`src/rtl/ram_pkg.sv`:
```
// Shared types and helpers for the clearable single-port RAM.
// Holds the FSM state enum and the lane-count helpers.
package ram_pkg;

  typedef enum logic {
    ST_IDLE,
    ST_CLEAR
  } state_e;

  function automatic int nlanes(input int data_w, input int lane_w);
    return data_w / lane_w;
  endfunction

  function automatic bit lanes_ok(input int data_w, input int lane_w);
    return (lane_w > 0) && (data_w % lane_w == 0);
  endfunction

endpackage

```
`src/rtl/ram_clr_fsm.sv`:
```
// Clear sequencer and request accept/reject decode for ram_clr_sp.
// In: clk, rst, w_i, r_i, clr_i. Out: busy_o, acc_w_o, acc_r_o, clr_we_o, clr_ad_o, err_o.
module ram_clr_fsm
  import ram_pkg::*;
#(
  parameter int ADDR_W      = 8,
  parameter bit INIT_ON_RST = 1'b1
) (
  input  logic              clk,
  input  logic              rst,
  input  logic              w_i,
  input  logic              r_i,
  input  logic              clr_i,
  output logic              busy_o,
  output logic              acc_w_o,
  output logic              acc_r_o,
  output logic              clr_we_o,
  output logic [ADDR_W-1:0] clr_ad_o,
  output logic              err_o
);

  localparam state_e RstSt = INIT_ON_RST ? ST_CLEAR : ST_IDLE;
  localparam logic [ADDR_W-1:0] CntMax = '1;

  state_e            state_q, state_d;
  logic [ADDR_W-1:0] cnt_q, cnt_d;
  logic              err_q, err_d;
  logic              acc_w, acc_r, clr_we;

  always_comb begin
    state_d = state_q;
    cnt_d   = cnt_q;
    err_d   = 1'b0;
    acc_w   = 1'b0;
    acc_r   = 1'b0;
    clr_we  = 1'b0;
    unique case (state_q)
      ST_IDLE: begin
        if (clr_i) begin
          state_d = ST_CLEAR;
          err_d   = w_i | r_i;
        end else begin
          acc_w = w_i;
          acc_r = r_i;
        end
      end
      ST_CLEAR: begin
        clr_we = 1'b1;
        err_d  = w_i | r_i | clr_i;
        if (cnt_q == CntMax) begin
          state_d = ST_IDLE;
          cnt_d   = '0;
        end else begin
          cnt_d = cnt_q + 1'b1;
        end
      end
      default: ;
    endcase
    // Reset must never touch the array, so gate every write strobe.
    if (rst) begin
      acc_w  = 1'b0;
      acc_r  = 1'b0;
      clr_we = 1'b0;
    end
  end

  always_ff @(posedge clk) begin
    if (rst) begin
      state_q <= RstSt;
      cnt_q   <= '0;
      err_q   <= 1'b0;
    end else begin
      state_q <= state_d;
      cnt_q   <= cnt_d;
      err_q   <= err_d;
    end
  end

  assign busy_o   = (state_q == ST_CLEAR);
  assign acc_w_o  = acc_w;
  assign acc_r_o  = acc_r;
  assign clr_we_o = clr_we;
  assign clr_ad_o = cnt_q;
  assign err_o    = err_q;

endmodule

```
`src/rtl/ram_clr_sp.sv`:
```
// Single-port RAM with lane write enables, registered read and clear engine.
// In: clk, rst, w, r, be, ad, d_i, clr. Out: d_o, d_v, busy, err.
module ram_clr_sp
  import ram_pkg::*;
#(
  parameter int DATA_W      = 8,
  parameter int ADDR_W      = 8,
  parameter int LANE_W      = 4,
  parameter bit INIT_ON_RST = 1'b1
) (
  input  logic                            clk,
  input  logic                            rst,
  input  logic                            w,
  input  logic                            r,
  input  logic [nlanes(DATA_W,LANE_W)-1:0] be,
  input  logic [ADDR_W-1:0]               ad,
  input  logic [DATA_W-1:0]               d_i,
  input  logic                            clr,
  output logic [DATA_W-1:0]               d_o,
  output logic                            d_v,
  output logic                            busy,
  output logic                            err
);

  localparam int NL    = nlanes(DATA_W, LANE_W);
  localparam int DEPTH = 2 ** ADDR_W;

  if (!lanes_ok(DATA_W, LANE_W)) begin : g_bad_lanes
    $error("DATA_W must be a multiple of LANE_W");
  end

  logic              acc_w, acc_r, clr_we;
  logic [ADDR_W-1:0] clr_ad;

  ram_clr_fsm #(
    .ADDR_W      (ADDR_W),
    .INIT_ON_RST (INIT_ON_RST)
  ) u_fsm (
    .clk      (clk),
    .rst      (rst),
    .w_i      (w),
    .r_i      (r),
    .clr_i    (clr),
    .busy_o   (busy),
    .acc_w_o  (acc_w),
    .acc_r_o  (acc_r),
    .clr_we_o (clr_we),
    .clr_ad_o (clr_ad),
    .err_o    (err)
  );

  logic [DATA_W-1:0] mem_q [DEPTH];
  logic [DATA_W-1:0] rd_word, merged;
  logic [DATA_W-1:0] d_o_q, d_o_d;
  logic              d_v_q;

  assign rd_word = mem_q[ad];

  always_comb begin
    merged = rd_word;
    for (int i = 0; i < NL; i++) begin
      if (be[i]) begin
        merged[i*LANE_W +: LANE_W] = d_i[i*LANE_W +: LANE_W];
      end
    end
  end

  always_ff @(posedge clk) begin
    if (clr_we) begin
      mem_q[clr_ad] <= '0;
    end else if (acc_w) begin
      mem_q[ad] <= merged;
    end
  end

  // Write-first: a same-cycle read returns the merged word.
  always_comb begin
    d_o_d = d_o_q;
    if (acc_r) begin
      d_o_d = acc_w ? merged : rd_word;
    end
  end

  always_ff @(posedge clk) begin
    if (rst) begin
      d_o_q <= '0;
      d_v_q <= 1'b0;
    end else begin
      d_o_q <= d_o_d;
      d_v_q <= acc_r;
    end
  end

  assign d_o = d_o_q;
  assign d_v = d_v_q;

endmodule
```
`config.mk`:
```
export PLATFORM = sky130hd
export DESIGN_NAME = ram_clr_sp
export DESIGN_NICKNAME = d
export VERILOG_FILES = /design/src/rtl/ram_pkg.sv /design/src/rtl/ram_clr_fsm.sv /design/src/rtl/ram_clr_sp.sv
export SDC_FILE = /design/constraint.sdc
export NUM_CORES = 2
export LEC_CHECK = 0
export BUFFER_PORTS_ARGS = -buffer_cell sky130_fd_sc_hd__buf_2
export CORE_ASPECT_RATIO = 2
export CORE_MARGIN = 5
export CORE_UTILIZATION = 60
export CTS_BUF_LIST = sky130_fd_sc_hd__clkbuf_16
export CTS_CLUSTER_DIAMETER = 60
export DETAILED_ROUTE_END_ITERATION = 6
export GPL_ROUTABILITY_DRIVEN = 0
export MAX_ROUTING_LAYER = met4
export PLACE_DENSITY_LB_ADDON = 0.12
export SLEW_MARGIN = 5
export SYNTH_ARGS = -nofsm -noshare
export SYNTH_HDL_FRONTEND = slang
export SYNTH_SLANG_ARGS = --single-unit
```
`constraint.sdc`:
```
create_clock -name clk -period 14.9 [get_ports clk]
set_input_delay 0 -clock clk [delete_from_list [all_inputs] [get_ports clk]]
set_output_delay 0 -clock clk [all_outputs]
set_load 0.01 [all_outputs]
```
==> summary.md <==
| Metric | Value |
|---|---|
| Synth area leader | `edfxtp_1` |
| RR Endpoint | `mem_q[254][3]$_DFFE_PP_` |
| Gr usage total | `32.9%` |
| Slew @ Worst Pin | `1.56 ns` |
| CP Data Required Time | `15.38 ns` |
| Final setup viols | `0` |
| Starting Density | `60.2%` |
| Fin crit share | `43.4%` |
| Clk slew on worst S/H paths | `0.07 ns` |
| Final Util | `66.2%` |
| YS warnings | `0` |
| Clock sinks | `2067` |
| Met3 wire length | `19.5 mm` |
| Post-Synthesis Cells | `3758` |
| Pleak | `0.0300 uW` |
| Fin worst setup slack | `8.43 ns` |
| Final Skew | `0.0273 ns` |
| TNS Setup | `0 ns` |
| Drt pass-1 iters | `7` |
| Crit Path Category | `primary input to register` |
| Hold-fix buffers, CTS | `29` |
| Routed met2 length | `116 mm` |
| Asr flop ratio synth | `0%` |
| Initial DRC count | `5095` |
| Die height | `528 microns` |
| Critical path's top delay family | `buffers and inverters` |
| CTS buffer count | `167` |
| Max incr delay on CP | `0.96 ns` |
| R2R setup slack | `9.63 ns` |
| Clk_lat worst skew | `0.80 ns` |
| Post_cts resized | `0` |
| Vias in the first global route | `41500` |
| Mapped Area | `80400 sq um` |
| Final Hold Fails | `0` |
| Via-to-Cell Ratio | `7.04` |
| CP max stage cell | `o21ai_4` |
| Synth area leaders | `edfxtp_1 (77%), mux4_2 (15%), nor2_1 (1.3%)` |
| Clock Tree Buf Depth | `3` |
| I/O Buffers | `33` |
| M1 WL | `69.1 mm` |
| Post-CTS Setup Inserts | `0` |
| Vias | `40300` |
| Syn_area_per_cell | `21.4 sq um` |
| Post-DP HPWL | `143 mm` |
| #FFs+latches synth | `2067` |
| DR top layer | `met4` |
| Hold WC Path Type | `primary input to register` |
| Crit path cell chain | `buf_8 > buf_4 > buf_4 > buf_4 > mux4_2 > a22o_1 > o21ai_0 > buf_4 > o311ai_0 > nand3_1 > a31o_1 > o21ai_4 > buf_4 > buf_4` |
| Failing checks | `design-rule violations, max-slew violations` |
| Crit-path max FO | `72` |
| Max Freq | `155 MHz` |
| Synth Flop Type | `edfxtp_1` |
| Worst r2r src | `mem_q[231][3]$_DFFE_PP_` |
| Routed Antenna Nets | `0` |
| Die width | `269 microns` |
| Final WL | `222 mm` |
| Critical path launch point | `ad[1]` |
| H-tree levels | `4` |
| Number of remaining DRC errors | `8` |
| WP buf/inv | `7` |
| Worst r2r path cells | `8` |
| Root buffer selected by CTS | `clkbuf_16` |
| Avg WL per Cell | `38.9 microns` |
| Share of layout cells above drive strength 1 | `23.2%` |
| Initial antenna violation count | `11` |
| Area delta synth->final | `10.0%` |
| Largest net degree at the start of global routing | `217` |
| Sequential share of the synthesized area | `77.0%` |
| Headroom to the max-slew limit | `-3.87%` |
| I/O pin cnt | `34` |
| Synth top cells by count | `edfxtp_1 (2048), mux4_2 (526), nor2_1 (284)` |
| RSZ-0062 raised after global routing | `false` |
| Top-count cell post-synth | `edfxtp_1` |
| Distinct cells, synth | `64` |
| Worst Setup EP | `mem_q[254][3]$_DFFE_PP_` |
| Pre-CTS setup slack | `7.86 ns` |
| Number of cells on the critical path | `14` |
| Final #Nets | `3863` |
| Fillers | `8689` |
| MaxCap Viol Count | `0` |
| PD cells | `128 nW/um^2` |
| First-pass GRT wire length | `314 mm` |
| Status | `finished with violations` |
| CTS tree | `built` |
| Die ar. | `142000 sq um` |
| Crit path time final | `6.47 ns` |
| Core box area | `134000 sq um` |
| Max Slew Vio Count | `68` |
| Peak VDD IR | `0.129 mV` |
| Overflow after GRT | `0` |
| Synth top area share | `76.5%` |
| Critical Path AT | `6.95 ns` |
| Critical Path Source Type | `primary input` |
| Post-synth net total | `3782` |
| CP most frequent cell | `buf_4` |
| Crit end category | `register` |
| Post-synth EDFFs | `2048` |
| Row count | `190` |
## metrics by stage
step	power, uW	hold slack (ns)	cell area (sq um)	std cells
detailed placement	6810	0.348	82300	5368
global placement	6800	0.348	82300	5368
global route	11600	0.0977	88400	5713
floorplan	6660	0.131	80400	3758
CTS	11400	0.0390	88400	5703
finish	11300	0.124	88400	5720
## registers in the layout (all words and copies together) (netlist names)
name            flops
d_o                 8
u_fsm.clr_ad_o      8
mem_q            2048
u_fsm.busy_o        1
u_fsm.err_o         1
d_v                 1
## worst min-delay path by stage
stage                                         end  depth (start not counted)  slack [ns]   from
after global routing          d_o[2]$_SDFFE_PP0P_                          4         0.1  ad[7]
final                         d_o[2]$_SDFFE_PP0P_                          4        0.12  ad[7]
after detailed placement   u_fsm.err_o$_SDFF_PP0_                          3        0.35    clr
after floorplan           u_fsm.busy_o$_SDFF_PP1_                          2        0.13    rst
after global placement     u_fsm.err_o$_SDFF_PP0_                          3        0.35    clr
after CTS                     d_o[2]$_SDFFE_PP0P_                          4        0.04  ad[7]
## placed cells by master, fill, tap and decap left out, types with 11 or more instances in the layout
master and count:
buf_2 29, clkbuf_16 172, mux2_2 11, dlygate4sd3_1 29, and2_1 11, nor2_1 282
nand3b_1 11, a22oi_1 88, diode_2 16, o21ai_1 11, bufinv_16 29, clkinv_1 31
buf_4 65, nor3_1 15, o21ai_0 26, a21oi_1 41, inv_1 37, nand2b_1 11
clkinv_2 24, a211oi_1 17, mux4_2 526, a31oi_1 13, o22ai_1 34, nor2b_1 13
mux2i_1 80, nand3_2 11, nand3_1 39, edfxtp_1 2048, nand2_1 96, dfxtp_1 19
## metal layers
layer  vias up  global-route usage, %
li1      15900                      -
met1     21200                   37.3
met2      2512                   54.0
met3       734                   6.64
met4         0                   20.2
met5         -                      -
## kinds of logic (layout without fill, tap and decap cells)
kind of cell	count (synthesis)	in the layout	synth area share (%)
AO/OA/AOI/OAI	300	300	2.56
multiplexers	617	617	15.9
adder cells (fa/ha/maj)	1	1	0.0156
other	0	16	0
flip-flops	2067	2067	77.0
AND/OR/NAND/NOR	535	535	2.92
buffers and inverters	231	449	1.56
XOR/XNOR	7	7	0.0763
## layout make-up
class                      count  area, sq um  area share, %
antenna                       16         40.0         0.0453
clock buffer                 172         4300           4.87
clock inverter               134         1430           1.62
inverter                       7         28.8         0.0325
multi-input combinational   1460        17400           19.7
sequential                  2067        61900           70.0
tap                         1728         2160           2.44
timing repair buffer         136         1160           1.31
## tightest hold or removal path: cells and delay by family
family                 cells  cell delay, ns
AOI/OAI and AO/OA          3            0.66
buffers and inverters      1            0.19
## report_power, final
group	internal, uW	switching, uW	leakage [uW]
clock network	2610	2040	0.00291
registers	6290	2.47	0.0215
logic	134	263	0.00558
total	9030	2300	0.0300
(Power assumes the default switching activity.)
